<file path="config.mk">
export PLATFORM = sky130hd
export DESIGN_NAME = mbist_serial_slave
export DESIGN_NICKNAME = d
export VERILOG_FILES = /design/src/rtl/mbist_serial_slave_pkg.sv /design/src/rtl/mbist_serial_shreg.sv /design/src/rtl/mbist_serial_slave.sv
export SDC_FILE = /design/constraint.sdc
export NUM_CORES = 1
export LEC_CHECK = 0
export BUFFER_PORTS_ARGS = -buffer_cell sky130_fd_sc_hd__buf_2
export CORE_UTILIZATION = 54
export CTS_CLUSTER_DIAMETER = 150
export DETAILED_ROUTE_END_ITERATION = 12
export MAX_ROUTING_LAYER = met4
export PLACE_DENSITY = 0.76
export SLEW_MARGIN = 0
export SYNTH_ARGS = -nofsm -noshare
export SYNTH_HDL_FRONTEND = slang
export SYNTH_SLANG_ARGS = --single-unit
</file>
<file path="constraint.sdc">
create_clock -name SCK -period 2.1 [get_ports SCK]
set_input_delay 0.315 -clock SCK [delete_from_list [all_inputs] [get_ports SCK]]
set_output_delay 0.315 -clock SCK [all_outputs]
set_load 0.03 [all_outputs]
</file>
<file path="src/rtl/mbist_serial_slave_pkg.sv">
// Shared definitions for the MBIST serial slave: FSM encoding, default widths and IR codes.
package mbist_serial_slave_pkg;

  localparam int IR_WIDTH_DEF          = 2;
  localparam int CMD_WIDTH_DEF         = 1;
  localparam int RESULT_WIDTH_DEF      = 2;
  localparam int COMMAND_IR_ID_DEF     = 1;
  localparam int TEST_RESULT_IR_ID_DEF = 2;

  localparam logic [1:0] ST_IR_IDLE  = 2'd0;
  localparam logic [1:0] ST_IR_SHIFT = 2'd1;
  localparam logic [1:0] ST_DR_IDLE  = 2'd2;
  localparam logic [1:0] ST_DR_SHIFT = 2'd3;

  typedef enum logic [1:0] {
    IR_IDLE  = ST_IR_IDLE,
    IR_SHIFT = ST_IR_SHIFT,
    DR_IDLE  = ST_DR_IDLE,
    DR_SHIFT = ST_DR_SHIFT
  } state_e;

  function automatic int maxInt(input int a, input int b);
    return (a > b) ? a : b;
  endfunction

endpackage

</file>
<file path="src/rtl/mbist_serial_shreg.sv">
// Right-shifting register with parallel load; new bits enter at the MSB.
// nextLsb_o exposes the LSB the register will hold after the coming edge.
module mbist_serial_shreg #(
  parameter int WIDTH = 2
) (
  input  logic             clk,
  input  logic             rst,
  input  logic             load_i,
  input  logic [WIDTH-1:0] loadVal_i,
  input  logic             shift_i,
  input  logic             shiftIn_i,
  output logic [WIDTH-1:0] q_o,
  output logic             nextLsb_o
);

  logic [WIDTH-1:0] data_q;
  logic [WIDTH-1:0] data_d;

  always_comb begin
    data_d = data_q;
    if (load_i) begin
      data_d = loadVal_i;
    end else if (shift_i) begin
      data_d            = data_q >> 1;
      data_d[WIDTH-1]   = shiftIn_i;
    end
  end

  always_ff @(posedge clk or posedge rst) begin
    if (rst) begin
      data_q <= '0;
    end else begin
      data_q <= data_d;
    end
  end

  assign q_o       = data_q;
  assign nextLsb_o = data_d[0];

endmodule

</file>
<file path="src/rtl/mbist_serial_slave.sv">
// SCK-domain serial responder: IR-select frame followed by a command-in or result-out data frame.
module mbist_serial_slave
  import mbist_serial_slave_pkg::*;
#(
  parameter int IR_WIDTH          = IR_WIDTH_DEF,
  parameter int CMD_WIDTH         = CMD_WIDTH_DEF,
  parameter int RESULT_WIDTH      = RESULT_WIDTH_DEF,
  parameter int COMMAND_IR_ID     = COMMAND_IR_ID_DEF,
  parameter int TEST_RESULT_IR_ID = TEST_RESULT_IR_ID_DEF
) (
  input  logic                    SCK,
  input  logic                    SRST,
  input  logic                    SEN,
  input  logic                    SDI,
  output logic                    SDO,
  input  logic [RESULT_WIDTH-1:0] result_in,
  output logic [CMD_WIDTH-1:0]    cmd_out,
  output logic                    cmd_update,
  output logic [IR_WIDTH-1:0]     ir_out,
  output logic                    frame_err
);

  localparam int CNT_MAX = maxInt(IR_WIDTH, CMD_WIDTH) + 1;
  localparam int CNT_W   = $clog2(CNT_MAX + 1);
  localparam logic [CNT_W-1:0]    CNT_SAT = CNT_W'(CNT_MAX);
  localparam logic [CNT_W-1:0]    IR_LEN  = CNT_W'(IR_WIDTH);
  localparam logic [CNT_W-1:0]    CMD_LEN = CNT_W'(CMD_WIDTH);
  localparam logic [IR_WIDTH-1:0] CMD_ID  = IR_WIDTH'(COMMAND_IR_ID);
  localparam logic [IR_WIDTH-1:0] RES_ID  = IR_WIDTH'(TEST_RESULT_IR_ID);

  state_e                state_q;
  logic [CNT_W-1:0]      bitCnt_q;
  logic [CNT_W-1:0]      bitCntInc;
  logic [IR_WIDTH-1:0]   ir_q;
  logic [CMD_WIDTH-1:0]  cmd_q;
  logic                  cmdUpdate_q;
  logic                  frameErr_q;
  logic                  sdo_q;
  logic                  sdo_d;

  logic                    isCmd, isResult, isBypass;
  logic                    irShiftEn, drShiftEn, resLoad;
  logic [IR_WIDTH-1:0]     irShadow;
  logic [CMD_WIDTH-1:0]    cmdShadow;
  logic [RESULT_WIDTH-1:0] resReg;
  logic                    irNextLsb, cmdNextLsb, resNextLsb;
  logic                    unusedBits;

  assign unusedBits = irNextLsb ^ cmdNextLsb ^ (^resReg);

  always_comb begin
    isCmd     = (ir_q == CMD_ID);
    isResult  = (ir_q == RES_ID);
    isBypass  = !isCmd && !isResult;
    irShiftEn = SEN && (state_q == IR_IDLE || state_q == IR_SHIFT);
    drShiftEn = SEN && (state_q == DR_IDLE || state_q == DR_SHIFT);
    resLoad   = isResult && (state_q == DR_IDLE) && !SEN;
    bitCntInc = (bitCnt_q == CNT_SAT) ? CNT_SAT : bitCnt_q + CNT_W'(1);
  end

  // SDO is registered, so it is fed with the value the selected source will present after this edge.
  always_comb begin
    sdo_d = 1'b0;
    if (isResult && (state_q == DR_IDLE || (state_q == DR_SHIFT && SEN))) begin
      sdo_d = resNextLsb;
    end else if (isBypass && drShiftEn) begin
      sdo_d = SDI;
    end
  end

  mbist_serial_shreg #(.WIDTH(IR_WIDTH)) irShreg (
    .clk       (SCK),
    .rst       (SRST),
    .load_i    (1'b0),
    .loadVal_i ('0),
    .shift_i   (irShiftEn),
    .shiftIn_i (SDI),
    .q_o       (irShadow),
    .nextLsb_o (irNextLsb)
  );

  mbist_serial_shreg #(.WIDTH(CMD_WIDTH)) cmdShreg (
    .clk       (SCK),
    .rst       (SRST),
    .load_i    (1'b0),
    .loadVal_i ('0),
    .shift_i   (drShiftEn && isCmd),
    .shiftIn_i (SDI),
    .q_o       (cmdShadow),
    .nextLsb_o (cmdNextLsb)
  );

  mbist_serial_shreg #(.WIDTH(RESULT_WIDTH)) resShreg (
    .clk       (SCK),
    .rst       (SRST),
    .load_i    (resLoad),
    .loadVal_i (result_in),
    .shift_i   (drShiftEn && isResult),
    .shiftIn_i (1'b0),
    .q_o       (resReg),
    .nextLsb_o (resNextLsb)
  );

  always_ff @(posedge SCK or posedge SRST) begin
    if (SRST) begin
      state_q     <= IR_IDLE;
      bitCnt_q    <= '0;
      ir_q        <= '0;
      cmd_q       <= '0;
      cmdUpdate_q <= 1'b0;
      frameErr_q  <= 1'b0;
      sdo_q       <= 1'b0;
    end else begin
      cmdUpdate_q <= 1'b0;
      frameErr_q  <= 1'b0;
      sdo_q       <= sdo_d;
      case (state_q)
        IR_IDLE: begin
          if (SEN) begin
            bitCnt_q <= CNT_W'(1);
            state_q  <= IR_SHIFT;
          end
        end
        IR_SHIFT: begin
          if (SEN) begin
            bitCnt_q <= bitCntInc;
          end else begin
            if (bitCnt_q == IR_LEN) begin
              ir_q <= irShadow;
            end else begin
              frameErr_q <= 1'b1;
            end
            bitCnt_q <= '0;
            state_q  <= DR_IDLE;
          end
        end
        DR_IDLE: begin
          if (SEN) begin
            bitCnt_q <= CNT_W'(1);
            state_q  <= DR_SHIFT;
          end
        end
        DR_SHIFT: begin
          if (SEN) begin
            bitCnt_q <= bitCntInc;
          end else begin
            // Only command frames have a fixed length; result and bypass frames may be any length.
            if (isCmd) begin
              if (bitCnt_q == CMD_LEN) begin
                cmd_q       <= cmdShadow;
                cmdUpdate_q <= 1'b1;
              end else begin
                frameErr_q <= 1'b1;
              end
            end
            bitCnt_q <= '0;
            state_q  <= IR_IDLE;
          end
        end
        default: state_q <= IR_IDLE;
      endcase
    end
  end

  assign SDO        = sdo_q;
  assign cmd_out    = cmd_q;
  assign cmd_update = cmdUpdate_q;
  assign ir_out     = ir_q;
  assign frame_err  = frameErr_q;

endmodule

</file>
======== After elaboration in Yosys (flattened, before gate mapping) ========
Cells that the tools add are included.
W data, S select, Z words.
word-level totals
  register bits after elaboration ......... 15
  input bits .............................. 6
  output and inout bits ................... 6
  word-level logic and storage cells ...... 71
operators by class
  $add $sub $neg .......................... 1
  equal/unequal tests ..................... 13
  multiplexer cells ....................... 22
  bitwise gates (word level) .............. 1
  reductions and logical operators ........ 23
operators by type and width
  cell                   count
  $mux W2                8
  $mux W1                11
  $eq A2 B2 Y1 const B   5
  $logic_and A1 B1 Y1    10
  $ne A2 B2 Y1 const B   4
  $pmux W2 S4            1
  $reduce_and A4 Y1      2
  $eq A2 B1 Y1 const B   3
  $pmux W2 S2            1
  $reduce_or A2 Y1       2
  $logic_not A1 Y1       3
  $logic_or A1 B1 Y1     3
  $reduce_and A3 Y1      1
  $add A2 B1 Y2 const B  1
  $logic_not A2 Y1       1
  $ne A2 B1 Y1 const B   1
  $pmux W1 S2            1
  $reduce_bool A2 Y1     1
  $not A1 Y1             1

======== Longest topological paths before layout ========
Gate-level depths: netlist of run 1.
  depth after elaboration ................. 7
  depth in mapped cells ................... 6

======== Hierarchy ========
A second synthesis of run 1 with hierarchy kept.
second synthesis, totals
  cell total of the unflattened synthesis .. 85
  area, all modules ....................... 819.5 µm²
by module, submodules not included
  module                            instances  cells each  area each (µm²)
  mbist_serial_slave                1          62          589.3
  mbist_serial_shreg (irShreg ...)  2          9           91.3
  mbist_serial_shreg (cmdShreg)     1          5           47.5

======== Worst setup path before layout of run 1 ========
Ideal clock, no wire load.
  kind .................................... reg-to-reg
  start point ............................. register state_q[0]
  end point ............................... register state_q[0]
  arrival ................................. 1.414 ns
  data required time ...................... 1.978 ns
  setup slack ............................. 0.564 ns
  cell stages (with the launch flop) ...... 7
  path buffers ............................ 1
  clock period less this slack ............ 1.536 ns
  path through ............................ dfrtp_1 inv_1 ha_1 buf_6 or4_4 o211ai_2 o21ai_2
between the ends
  cells in the longest elaborated chain, start to end .. 3
  elaborated cells between the ends (all ways) .. 10
  those cells by class .................... eq/ne: 7; mux: 1; reduce/logical: 2
RTL lines
  what                                  RTL line                   source
  start, declared                       mbist_serial_slave.sv:31   state_e state_q;
  start signal, assigned                mbist_serial_slave.sv:106  state_q <= IR_IDLE;
  start signal, assigned                mbist_serial_slave.sv:121  state_q <= IR_SHIFT;
  start signal, assigned                mbist_serial_slave.sv:134  state_q <= DR_IDLE;
  $eq A2 B2 Y1 (tied with other cells)  mbist_serial_slave.sv:117  case (state_q)
  $ne A2 B2 Y1 (no line)                --
  $reduce_and A4 Y1 (no line)           --
Several ways; a longest one is shown, not always the timed one.
A chain may end at the register's enable or synchronous reset.

======== Worst setup path in the final report of run 1 ========
  start point ............................. register state_q[1]
  end point ............................... register state_q[0]
The elaborated chain is that of the path after synthesis.

==> run metrics, run 1 <==
CTS max path bufs 2; die width 41.3 µm; Critical Path RT 2.27 ns; Yosys top cell by area dfrtp_1; Syn-to-layout area delta 9.75%; GR Overflow Total 0; CTS Buf Count 3; largest family of logic cells by synthesized area compound AO/OA/AOI/OAI gates; Slew Viols, Final 0; htree depth 1; Port Buffers 11; GR Util All Layers approximately 20%; fraction of layout cells with a size suffix above 1 approximately 29%; total power draw 0.00132 W; final worst path period need 1.71 ns; Gate Count Post-Synth 77; initial drt markers 14; DR vias 599; WL/cell 13.3 µm; first-pass GRT wire length 2.08 mm; DR pass1 iterations 4; core region area 1370 µm²; hold buffers post-CTS 0; mux share of post-synthesis cell area 7.95%; Worst Setup SP state_q[1]$_DFFE_PP0P_; r2r startpoint state_q[1]$_DFFE_PP0P_; Adder-Cell Fraction of Synth Area 10.5%; status completed; Worst EP arrival 1.87 ns; die area 1710 µm²; crit path kind reg -> reg; post-synth cell types 31; Clk pin slew, worst setup/hold paths 0.09 ns; Synth Flop Type dfrtp_1; worst reg2reg path depth 5; Synth Register Bits 15; top post-synthesis cells by area dfrtp_1 45%, ha_1 10%, mux2_2 6.7%; CTS tree yes; worst hold margin 0.0636 ns; worst slew pin tran 0.552 ns; Fill cells between 100 and 150; GPL Wtd Cong 0.882; clk_skew approximately 0.0043 ns; top-area cell type share of the netlist area between 40% and 50%; vias in the first global route 465; Post-Syn Area 835 µm²; Hold Crit Class in -> async; VDD IR max 0.793 mV; post_cts resized 0; drc violations 0; Initial Utilization 61.1%; Sink Count 15; pin count of the biggest net entering global routing 18; Setup crit end kind register; Post-Synth XOR/XNOR Area 0%; maximum fanout along the worst path 9; post-synthesis simple-gate area fraction 15.6%; Mapped Nets 90; Leak 0.438 nW; DIE HEIGHT 41.3 µm; Worst-Skew Late Latency 0.28 ns; Compound-Gate Fraction of Synth Area around 16%; final setup vio count 0; P per Cell Area 1440 nW/µm²; diode count 0; final hold vios 0; Post-CTS Setup Inserts 0; final worst-path cycle share 81.3%; Avg Cell Area, Syn 10.8 µm²; commonest non-fill, non-tap cell in the layout dfrtp_1; final non-filler cell total 105; setup TNS 0 ns; fmax roughly 600 MHz; RSZ-0062 raised after global routing false; root buf cell clkbuf_4; Post-synth EDFFs 0; antenna violations before repair 0; startpoint types register; Worst slew margin 63.2%; I/O Pins 12; row count 13; Layout Utilization 67.0%; nets 104; Final ANT Viol Nets 0; r2r setup slk ~0.39 ns; Post-Route WL 1.40 mm; Max-Cap Viols 0; Reg-to-Reg End state_q[0]$_DFFE_PP0P_; Worst setup endpoint state_q[0]$_DFFE_PP0P_; sequential area share after synthesis about 45%; synth warn 0; hpwl dp 1.03 mm; dpl cells between 100 and 150; ys async rst share 100%; most frequent cells in the layout 15 x dfrtp_1, 11 x buf_2, 7 x inv_1, 7 x ha_1; post-DR vias/cell 5.70
==> logic make-up (layout without fill, tap and decap cells) <==
kind of cell | after synthesis | in the layout
compound gates | 19 | 19
mux | 6 | 6
simple gates | 21 | 21
flops | 15 | 15
fa+ha+maj | 7 | 7
buf+inv | 9 | 22
==> how the worst min path moves through the flow <==
stage	depth (start not counted)	slack, ns	to	start
after floorplan	1	0.22	SDO$_DFF_PP0_	SRST
after global placement	2	0.39	irShreg.q_o[1]$_DFFE_PP0P_	SRST
after detailed placement	2	0.39	irShreg.q_o[0]$_DFFE_PP0P_	SRST
after CTS	2	0.08	irShreg.q_o[0]$_DFFE_PP0P_	SRST
after global routing	2	0.13	state_q[1]$_DFFE_PP0P_	SRST
final	2	0.06	irShreg.q_o[0]$_DFFE_PP0P_	SRST
==> cells in the mapped netlist (2+ instances only) <==
master,count
dfrtp_1,15
ha_1,7
inv_1,7
mux2_2,5
nand2_1,5
o21ai_0,4
nor2_1,3
a21oi_1,2
a31oi_1,2
nand2b_1,2
nand3_1,2
nand3b_1,2
o21ai_1,2
o2bb2ai_1,2
==> state kept, by name (all words and copies together), names as in the netlist <==
signal and cells:
bitCnt_q 2, ir_out 2, resShreg.q_o 2, cmdShreg.q_o 1, state_q 2, cmd_out 1
irShreg.q_o 2, SDO 1, frame_err 1, cmd_update 1
==> worst max-delay path: stages, from the launching register on <==
cell and delay (ns):
dfrtp_1 0.51, inv_1 0.13, ha_1 0.26, or4_4 0.55, o211ai_2 0.09, o21ai_2 0.07
==> per-stage QoR <==
stage	instance area (µm²)	setup slack, ns
finish	916	0.392
global route	916	0.299
CTS	916	0.405
detailed placement	890	0.421
global placement	890	0.422
floorplan	835	0.564
==> area by class of cell <==
type / count / area (µm²) / share of cell area (%)
Clock buffer: 4 / 26.3 / 2.87
Multi-Input combinational cell: 53 / 414 / 45.2
Tap cell: 15 / 18.8 / 2.05
Timing Repair Buffer: 11 / 55.1 / 6.01
Inverter: 7 / 26.3 / 2.87
Sequential cell: 15 / 375 / 41.0
==> per-layer routing <==
metal / vias to the layer above / share of wire (%) / GRT usage (%)
met2: 15 / 45 / 28.5
met1: 280 / 50 / 27.6
li1: 302 / - / -
met4: 0 / 1.0 / 9.68
met3: 2 / 3.7 / 4.79
met5: - / 0 / -
==> power breakdown <==
group          internal, W  leakage (nW)  switching, W
clock network    0.0000737        0.0150     0.0000909
registers         0.000401         0.182     0.0000948
logic             0.000291         0.242      0.000363
total             0.000766         0.438      0.000549
Note: power is estimated with default switching activity, not from simulation.
==> inputs of run 2 (changes only) <==
--- a/config.mk
+++ b/config.mk
@@ -6,11 +6,11 @@
 export NUM_CORES = 1
 export LEC_CHECK = 0
 export BUFFER_PORTS_ARGS = -buffer_cell sky130_fd_sc_hd__buf_2
-export CORE_UTILIZATION = 54
+export CORE_UTILIZATION = 49
 export CTS_CLUSTER_DIAMETER = 150
 export DETAILED_ROUTE_END_ITERATION = 12
 export MAX_ROUTING_LAYER = met4
-export PLACE_DENSITY = 0.76
+export PLACE_DENSITY = 0.73
 export SLEW_MARGIN = 0
 export SYNTH_ARGS = -nofsm -noshare
 export SYNTH_HDL_FRONTEND = slang
==> constraint.sdc (replaced) <==
create_clock -name SCK -period 1.47 [get_ports SCK]
set_input_delay 0.2205 -clock SCK [delete_from_list [all_inputs] [get_ports SCK]]
set_output_delay 0.2205 -clock SCK [all_outputs]
set_load 0.03 [all_outputs]
==> run 2 against run 1 <==
First-iteration DRC count fell by 43%. Worst hold slack better by 0.15 ns. Clock power rose by 45%.
==> run metrics, run 2 (synthesis results as in run 1) <==
WL/cell 12.9 µm (-2.7%); VDD IR max 1.34 mV (+69%); Max-Cap Viols 0 (unchanged); I/O Pins 12 (unchanged); RSZ-0062 raised after global routing true; final non-filler cell total 118 (+12%); CP Cell Sequence ha_2 -> or4_4 -> o211ai_2 -> o21ai_2; Worst EP arrival 1.65 ns (-0.22 ns); Fill cells 115 (-5.7%); startpoint types register; sequential cell area 378 µm² (+0.67%); CTS Buf Count 3 (unchanged); CTS max path bufs 2 (unchanged); critical path buffer and inverter count 0 (-1); worst hold margin 0.210 ns (+0.147 ns); DIE HEIGHT 43.3 µm (+4.7%); Worst path slowest cell or4_4; Clk pin slew, worst setup/hold paths 0.09 ns (about the same); crit path kind reg -> reg; die area 1870 µm² (+9.7%); pin count of the biggest net entering global routing 16 (-2); nets 116 (+12%); Slew Viols, Final 0 (unchanged); DR vias 629 (+5.0%); GR Util All Layers 19.9% (-0.42 points); Crit path depth 4 (-1); die width 43.3 µm (+4.7%); Leak 0.491 nW (+12%); Port Buffers 11 (unchanged); worst reg2reg path depth 4 (-1); hpwl dp 1.14 mm (+11%); fin worst setup slack 0.000174 ns (-0.392 ns); diode count 0 (unchanged); Sink Count 15 (unchanged); final worst path period need 1.47 ns (-0.238 ns); status completed; Worst slew margin 63.2% (about the same); drc violations 0 (unchanged); final hold vios 0 (unchanged); Initial Utilization 54.1% (-6.9 points); Worst Hold Depth 2; initial drt markers 8 (-6); dpl cells 111 (+9.9%); row count 14 (+1); maximum fanout along the worst path 6 (-3); Setup crit end kind register; Final ANT Viol Nets 0 (unchanged); pre-CTS setup slack -0.0327 ns (-0.453 ns); Syn-to-layout area delta 26.5%; commonest non-fill, non-tap cell in the layout dfrtp_1; Largest stage delay, worst path 0.52 ns (-0.03 ns); setup TNS 0 ns (unchanged); worst slew pin tran 0.551 ns (-0.000877 ns); most frequent cells in the layout 13 x dfrtp_1, 11 x buf_2, 11 x buf_4; Post-Route WL 1.53 mm (+9.4%); Hold Crit Class in -> reg; GR Overflow Total 0 (unchanged); core region area 1540 µm² (+13%); multi-input logic area 454 µm² (+9.7%); delay-heaviest family, CP simple AND/OR/NAND/NOR gates; P per Cell Area 2100 nW/µm² (+46%); first-pass GRT wire length 2.56 mm (+23%); root buf cell clkbuf_4; vias in the first global route 574 (+23%); Critical Path RT 1.65 ns (-0.62 ns); fmax 680 MHz (+16%); fraction of layout cells with a size suffix above 1 48.0% (+19 points); final setup vio count 0 (unchanged); CTS tree yes; htree depth 1 (unchanged); clk_skew 0.00155 ns (-0.00280 ns); post-DR vias/cell 5.33 (-6.6%); final worst-path cycle share 100% (+19 points); GPL Wtd Cong 0.786 (-11%); antenna violations before repair 0 (unchanged); DR pass1 iterations 4 (unchanged); Worst-Skew Late Latency 0.28 ns (about the same)
run 2: layer usage:
metal / track usage, % / routed length [µm]
met4: 6.06 / 13
met2: 29.0 / 719
met3: 7.66 / 79
met5: - / 0
met1: 25.7 / 715
run 2: where the power goes:
group | switching (W) | leakage (nW) | internal (W) | total [W]
Clock | 0.000137 | 0.0139 | 0.000103 | 0.000240
Sequential | 0.000130 | 0.179 | 0.000579 | 0.000710
Combinational | 0.000626 | 0.298 | 0.000640 | 0.00127
Total | 0.000893 | 0.491 | 0.00132 | 0.00222
run 2: layout make-up:
class	count	area share, %
clock buffer	3	2.13
clock inverter	1	0.711
inverter	7	2.49
multi-input combinational	53	43.0
sequential	15	35.8
tap	16	1.90
timing repair buffer	23	14.0
run 2: worst register-to-register path: cells and delay by family (launching register included):
family / cells / cell delay, ns
DFF: 1 / 0.46
and+or+nand+nor: 1 / 0.52
adders and majority gates: 1 / 0.24
AOI/OAI and AO/OA: 2 / 0.15
run 2: final timing paths:
check,endpoint,slack [ns],start
min in group asynchronous,resShreg.q_o[1]$_DFFE_PP0P_,0.51,SRST
worst max-delay path,state_q[0]$_DFFE_PP0P_,0.0002,state_q[0]$_DFFE_PP0P_
worst min-delay path,cmdShreg.q_o$_DFFE_PP0P_,0.21,SDI
max in group asynchronous,state_q[1]$_DFFE_PP0P_,0.57,SRST
worst max register to register,state_q[0]$_DFFE_PP0P_,0.0002,state_q[0]$_DFFE_PP0P_
worst min register to register,ir_out[0]$_DFFE_PP0P_,0.50,irShreg.q_o[0]$_DFFE_PP0P_
run 2: stage by stage:
step | power, W | cell area [µm²] | util, %
after floorplan | 0.00150 | 851 | -
after global placement | 0.00182 | 975 | 63.2
after detailed placement | 0.00185 | 975 | 63.2
after CTS | 0.00217 | 1050 | 67.9
after global routing | 0.00240 | 1060 | 68.5
final | 0.00222 | 1060 | 68.5
run 2: timing repair:
action	CTS	global route
hold endpoints to repair	15	0
gates resized for setup	4	4
setup buffers	2	0
pin swaps	0	2
hold buffers	1	0
setup endpoints to repair	2	3
